[src/rtl/rv_pkg.sv]
// rv_pkg: shared core types, reset PC default and opcode constants
package rv_pkg;
  typedef enum logic [1:0] {
    ST_RESET = 2'd0,
    ST_FETCH = 2'd1,
    ST_HOLD  = 2'd2,
    ST_TRAP  = 2'd3
  } fetch_state_t;
  localparam logic [31:0] RESET_PC_DEFAULT = 32'h0000_0000;
  localparam logic [6:0] OP_LOAD   = 7'b0000011;
  localparam logic [6:0] OP_ITYPE  = 7'b0010011;
  localparam logic [6:0] OP_STORE  = 7'b0100011;
  localparam logic [6:0] OP_RTYPE  = 7'b0110011;
  localparam logic [6:0] OP_BRANCH = 7'b1100011;
  localparam logic [6:0] OP_JAL    = 7'b1101111;
endpackage

[src/rtl/fetch_unit_pc_next.sv]
// pc_next: next-PC selection between pc+4 and branch target, with target alignment check
module pc_next #(
  parameter int XLEN = 32
) (
  input  logic [XLEN-1:0] i_pc,
  input  logic            i_pc_src,
  input  logic [XLEN-1:0] i_imm_ext,
  output logic [XLEN-1:0] o_pc_plus4,
  output logic [XLEN-1:0] o_next_pc,
  output logic            o_misalign
);
  logic [XLEN-1:0] w_target;
  // Both sums wrap modulo 2^XLEN; the target is relative to the current pc
  always_comb begin
    o_pc_plus4 = i_pc + XLEN'(4);
    w_target   = i_pc + i_imm_ext;
    o_next_pc  = i_pc_src ? w_target : o_pc_plus4;
    o_misalign = i_pc_src && (w_target[1:0] != 2'b00);
  end
endmodule

[src/rtl/fetch_unit.sv]
// fetch_unit: PC register and single-outstanding instruction fetch over req/ack
module fetch_unit
  import rv_pkg::*;
#(
  parameter int              XLEN     = 32,
  parameter logic [XLEN-1:0] RESET_PC = XLEN'(RESET_PC_DEFAULT)
) (
  input  logic            clk,
  input  logic            rst_n,
  output logic            imemReq,
  output logic [XLEN-1:0] imemAddr,
  input  logic            imemAck,
  input  logic [31:0]     imemRdata,
  output logic            instrValid,
  input  logic            instrReady,
  output logic [31:0]     instr,
  output logic [XLEN-1:0] pc,
  output logic [XLEN-1:0] pcPlus4,
  input  logic            pcSrc,
  input  logic [XLEN-1:0] immExt,
  output logic            misaligned,
  output logic [31:0]     retired
);
  fetch_state_t    r_state;
  logic [XLEN-1:0] r_pc;
  logic [31:0]     r_instr;
  logic [31:0]     r_retired;
  logic            r_misaligned;
  logic [XLEN-1:0] w_next_pc;
  logic            w_misalign;

  pc_next #(.XLEN(XLEN)) u_pc_next (
    .i_pc       (r_pc),
    .i_pc_src   (pcSrc),
    .i_imm_ext  (immExt),
    .o_pc_plus4 (pcPlus4),
    .o_next_pc  (w_next_pc),
    .o_misalign (w_misalign)
  );

  // Moore outputs decoded from state and registers only
  always_comb begin
    imemReq    = r_state == ST_FETCH;
    instrValid = r_state == ST_HOLD;
    imemAddr   = r_pc;
    pc         = r_pc;
    instr      = r_instr;
    retired    = r_retired;
    misaligned = r_misaligned;
  end

  // Fetch FSM: fetch until ack, hold until consumed, trap on a misaligned taken target
  always_ff @(posedge clk or negedge rst_n) begin
    if (!rst_n) begin
      r_state      <= ST_RESET;
      r_pc         <= RESET_PC;
      r_instr      <= 32'h0;
      r_retired    <= 32'h0;
      r_misaligned <= 1'b0;
    end else begin
      case (r_state)
        ST_RESET: r_state <= ST_FETCH;
        ST_FETCH: if (imemAck) begin
          r_instr <= imemRdata;
          r_state <= ST_HOLD;
        end
        ST_HOLD: if (instrReady) begin
          r_retired <= r_retired + 32'd1;
          if (w_misalign) begin
            r_misaligned <= 1'b1;
            r_state      <= ST_TRAP;
          end else begin
            r_pc    <= w_next_pc;
            r_state <= ST_FETCH;
          end
        end
        default: r_state <= ST_TRAP;
      endcase
    end
  end
endmodule

[config.mk]
export PLATFORM = sky130hd
export DESIGN_NAME = fetch_unit
export DESIGN_NICKNAME = d
export VERILOG_FILES = /design/src/rtl/rv_pkg.sv /design/src/rtl/fetch_unit_pc_next.sv /design/src/rtl/fetch_unit.sv
export SDC_FILE = /design/constraint.sdc
export NUM_CORES = 1
export LEC_CHECK = 0
export CORE_MARGIN = 4
export CORE_UTILIZATION = 47
export DETAILED_ROUTE_END_ITERATION = 12
export GPL_ROUTABILITY_DRIVEN = 0
export MAX_ROUTING_LAYER = met4
export PLACE_DENSITY = 0.86
export SYNTH_ARGS = -nofsm -noshare
export SYNTH_HDL_FRONTEND = slang
export SYNTH_HIERARCHICAL = 1
export SYNTH_SLANG_ARGS = --single-unit
[constraint.sdc]
create_clock -name clk -period 3.58 [get_ports clk]
set_input_delay 0.358 -clock clk [delete_from_list [all_inputs] [get_ports clk]]
set_output_delay 0.358 -clock clk [all_outputs]
set_load 0.02 [all_outputs]
==> metrics, run 1 <==
Die Span X=129 um; final period utilization=0.944; Seq/Total Area, Yosys=0.361; pwr/cell area=489 nW/um2; Fmax achieved=0.296 GHz; largest net degree at the start of global routing=61; arrival time worst endpoint=3020 ps; status=finished, final reports clean; Vias/cell=5.52; post-route ant nets=0; # rows=43; first-pass GRT wire length=29900 um; WHS=38.0 ps; Async SR Flop Fraction=1.00; Setup WS pre-CTS=311 ps; area grow syn2layout=37.0%; Top FF cell, synth=dfrtp_1; DRT Pass-1 Iters=4; # port buffers=231; Netlist Area Pre-Place=6860 um2; Die Span Y=129 um; Syn. warnings=6; CTS Buf Count=9; H-tree levels=3; Initial Util=0.487; Setup TNS=0 ps; Total Routed Length=19100 um; Core Area=14100 um2; vias=5959; crit path from=imemAddr[3]; clk_lat worst skew=350 ps; Root Driver=clkbuf_16; RSZ-0062 raised after global routing=false; I/O pin count=232; 1st-iter DRT viols=395; Hold Buf Count CTS=0; max_slew headroom=0.544; maximum vdd drop=0.368 mV; Max Buffers Root-to-Sink=2; Post-synth EDFFs=0; Wirelength per Cell=17.7 um; Post-Syn Instances=694; GRT overflow=0; r2r startpoint=imemAddr[7]; Syn Nets=797; CP endpoint kind=output pin; initial antenna violation count=1; TritonCTS clock tree=done; Max Slew Vio Count=0; Hold WC Path Type=primary input to asynchronous set/reset pin; P_leak=4.24 nW; share of cells above drive strength 1=0.134; vias in the first global route=5827; nets@finish=996; Final Hold Viols=0; Tmin final=3380 ps; Final Util=0.667; Final Skew=9.78 ps; CTS clk-pin slew, worst paths=70 ps; maximum fanout along the worst path=7; Crit path required time=3220 ps; Max-cap violations=0; # clock sinks=99; Avg Cell Area, Syn=9.88 um2; Setup CP Type=flop to output pin; worst setup margin=199 ps; crit path launch type=flop; total die area=16600 um2; Synth Register Bits=99; Finish-stage setup viols=0; Post-route DRC=0; Distinct cells, synth=67; Worst Max-Slew Pin Slew=684 ps; Total GRT Usage=0.232; post-detail-place hpwl=14300 um
cell usage after synthesis, types with 8 or more instances:
cell type  number  area share
xor2_1         31       0.040
xnor2_1        52       0.066
o21bai_1        8      0.0088
buf_2           8      0.0058
o21ai_0        23       0.017
a21o_1         13       0.014
nor3_1         15       0.011
nand3_1        20       0.015
dfrtp_1        99        0.36
a21oi_1        56       0.041
buf_4          37       0.041
and3_1         15       0.014
ha_1           33       0.060
mux2_2         65        0.11
nand4_1        16       0.015
inv_1          20       0.011
nand2_1        43       0.024
nor2_1         48       0.026
flip-flops by register name, indices dropped and copies added, names as in the netlist:
signal / count
misaligned: 1
instr: 32
retired: 32
imemAddr: 32
r_state: 2
cells by family after synthesis:
family                   count (synthesis)  synth area share
AND/OR/NAND/NOR                        196             0.157
AO/OA/AOI/OAI                          135             0.125
flip-flops                              99             0.361
XOR/XNOR                                85             0.111
buffers and inverters                   76            0.0699
multiplexers                            69             0.113
adder cells (fa/ha/maj)                 34            0.0631
path summary, 6_finish.rpt:
check / to / slack (ps) / cells after the start
min: imemAddr[7] / 40 / 1
min in group clk: retired[31] / 480 / 1
max in group asynchronous: imemAddr[29] / 2730 / 2
min reg2reg: retired[31] / 480 / 1
max: pcPlus4[26] / 200 / 9
max reg2reg: imemAddr[20] / 540 / 11
stage by stage:
| step | area (um2) | total power [mW] | instances |
|---|---|---|---|
| floorplan | 6860 | 2.78 | 694 |
| global placement | 9060 | 3.57 | 1058 |
| detailed placement | 9060 | 3.60 | 1058 |
| CTS | 9360 | 4.62 | 1074 |
| global route | 9400 | 4.84 | 1079 |
| finish | 9400 | 4.59 | 1079 |
power by group:
part	internal, mW	total (mW)	switching (mW)	leakage (nW)
logic	1.04	2.13	1.09	2.78
clock network	0.498	0.997	0.499	0.146
registers	1.27	1.47	0.200	1.32
total	2.81	4.59	1.79	4.24
routing by layer:
layer | share of wire | vias up | track usage
li1 | - | 2833 | -
met1 | 0.42 | 2861 | 0.287
met2 | 0.49 | 247 | 0.372
met3 | 0.077 | 18 | 0.0589
met4 | 0.016 | 0 | 0.0729
met5 | 0 | - | -
critical path, cell delays in order, from the launching register on:
cell,delay (ps)
dfrtp_1,460
ha_1,240
nand3_1,130
nor2_1,290
nand4_1,240
nor2_1,140
buf_4,170
nand4_1,120
xnor2_1,240
clkdlybuf4s50_1,650
repair_timing:
| item | in CTS | in global routing |
|---|---|---|
| gates resized for setup | 0 | 1 |
| buffers inserted | 0 | 4 |
| setup endpoints to repair | 0 | 10 |
cell usage in the layout, fill, tap and decap left out, drive strengths merged, types with 20 or more instances in the layout:
cell type      netlist  layout
clkdlybuf4s50        0     229
dfrtp               99      99
mux2                67      67
a21oi               58      58
xnor2               53      53
nor2                50      50
nand2               43      43
ha                  33      33
xor2                32      32
o21ai               24      24
inv                 20      23
nand3               20      20
final cells by class:
| cell class | count | area [um2] |
|---|---|---|
| fill | 1108 | 4700 |
| multi-input combinational | 519 | 3910 |
| sequential | 99 | 2480 |
| timing repair buffer | 244 | 2400 |
| clock buffer | 9 | 225 |
| tap | 180 | 225 |
| clock inverter | 7 | 80.1 |
| inverter | 20 | 75.1 |
| antenna | 1 | 2.50 |
Power figures use the tool's default switching activity.
==> run 2: changes to the inputs <==
CORE_MARGIN = default   (was 4)
==> metrics, run 2 (synthesis gave the netlist of run 1 again) <==
Setup WS pre-CTS=263 ps (-47.6 ps); 1st-iter DRT viols=322 (-18%); R2R setup slack=540 ps (about the same); Hold WC Path Type=primary input to asynchronous set/reset pin; Wirelength per Cell=17.5 um (-1.4%); Final Skew=8.67 ps (-1.11 ps); TritonCTS clock tree=done; pwr/cell area=491 nW/um2 (+0.36%); maximum vdd drop=0.400 mV (+8.7%); maximum fanout along the worst path=8 (+1); crit path launch type=flop; Root Driver=clkbuf_16; Total Routed Length=18800 um (-1.7%); Core Area=14000 um2 (-0.38%); share of cells above drive strength 1=0.130 (-0.00402); CP endpoint kind=output pin; Max Slew Vio Count=0 (unchanged); RSZ-0062 raised after global routing=false; CTS Buf Count=9 (unchanged); Initial Util=0.488 (+0.00186); I/O pin count=232 (unchanged); Finish-stage setup viols=0 (unchanged); Total GRT Usage=0.260 (+0.0288); Clock Power Share=0.216 (about the same); Post-route DRC=0 (unchanged); Max Buffers Root-to-Sink=2 (unchanged); largest net degree at the start of global routing=77 (+26%); total die area=15100 um2 (-9.1%); initial antenna violation count=0 (-1); status=finished, final reports clean; final period utilization=0.958 (+0.0133); Setup CP Type=flop to output pin; P_leak=4.24 nW (-0.20%); Logic pwr share=0.465 (+0.002); Die Span Y=123 um (-4.7%); vias in the first global route=5746 (-1.4%); most common cell after layout, fill and taps aside=clkdlybuf4s50_1; Tmin final=3430 ps (+47.8 ps); area grow syn2layout=36.8%; Worst Max-Slew Pin Slew=1020 ps (+337 ps); Net Switching=1.80 mW (+0.49%); CTS clk-pin slew, worst paths=70 ps (about the same); sequential share of power=0.319 (about the same); Max-cap violations=0 (unchanged); DRT Pass-1 Iters=5 (+1); r2r startpoint=imemAddr[0]; H-tree levels=3 (unchanged); Total Power=4.60 mW (+0.23%); Int Power=2.81 mW (about the same); arrival time worst endpoint=3070 ps (+50 ps); max_slew headroom=0.319 (-0.225); Die Span X=123 um (-4.7%); Net Sw Frac=0.390 (+0.00102); # resized after CTS=0 (unchanged); # clock sinks=99 (unchanged); Vias/cell=5.50 (-0.39%); post-route ant nets=0 (unchanged); Setup TNS=0 ps (unchanged); # port buffers=231 (unchanged); clk_lat worst skew=350 ps (about the same); GRT overflow=0 (unchanged); Hold Buf Count CTS=0 (unchanged); cell depth of the worst flop-to-flop path=12 (+1); first-pass GRT wire length=29200 um (-2.2%); Fmax achieved=0.292 GHz (-1.4%); # rows=43 (unchanged); vias=5919 (-0.67%); post-detail-place hpwl=14000 um (-2.6%); nets@finish=993 (-0.30%); worst setup margin=151 ps (-47.8 ps); Crit path required time=3220 ps (about the same); R2R Path End=imemAddr[30]; Final Hold Viols=0 (unchanged); commonest cells after routing, fill and taps aside=clkdlybuf4s50_1 (229), dfrtp_1 (99), mux2_2 (65)
## run 2: final cells by class
class | count | area [um2]
diodes | 1 | 2.50
clock buffers | 9 | 225
clock inverters | 7 | 78.8
fillers | 1094 | 4660
inverters | 20 | 75.1
multi-input cells | 519 | 3910
flip-flops and latches | 99 | 2480
well taps | 180 | 225
repair buffers | 241 | 2390
## run 2: power groups by stage
stage / combinational, mW / clock [mW] / sequential (mW)
floorplan: 1.13 / 0 / 1.64
global placement: 2.10 / 0 / 1.48
detailed placement: 2.13 / 0 / 1.49
CTS: 2.14 / 1.01 / 1.47
global route: 2.29 / 1.06 / 1.50
finish: 2.14 / 0.994 / 1.47
## run 2: worst max-delay path, stage by stage (launching register included)
cell and delay, ps:
dfrtp_1 480, and3_1 240, and3_4 210, or3b_4 420, nor3_4 320, and3_4 250, xor2_2 170, clkdlybuf4s50_1 630
## run 2: what timing repair did
item                                    in CTS  in global routing
hold endpoints to repair                     0                  0
endpoints found under the setup margin       0                  5
setup buffers                                0                  1
## run 2: worst max path at each step
stage                start           end  slack [ps]
3_3_place_gp     immExt[0]  imemAddr[30]         330
2_1_floorplan  imemAddr[0]  imemAddr[30]         860
6_report       imemAddr[7]   pcPlus4[23]         150
3_5_place_dp     immExt[0]  imemAddr[30]         260
4_1_cts        imemAddr[7]   pcPlus4[23]          80
5_1_grt        imemAddr[7]   pcPlus4[23]          10
## run 2: routing by layer
metal	up-vias	GRT usage	part of all wire
li1	2839	-	-
met1	2808	0.320	0.42
met2	232	0.413	0.49
met3	40	0.0525	0.064
met4	0	0.117	0.031
met5	-	-	0
## run 2: stage by stage
step	utilization	cell area [um2]	cells	hold slack, ps
finish	0.668	9380	1076	175
global route	0.668	9380	1075	266
CTS	0.667	9370	1074	205
detailed placement	0.646	9070	1058	460
global placement	0.646	9070	1058	457
floorplan	-	6860	694	62.4
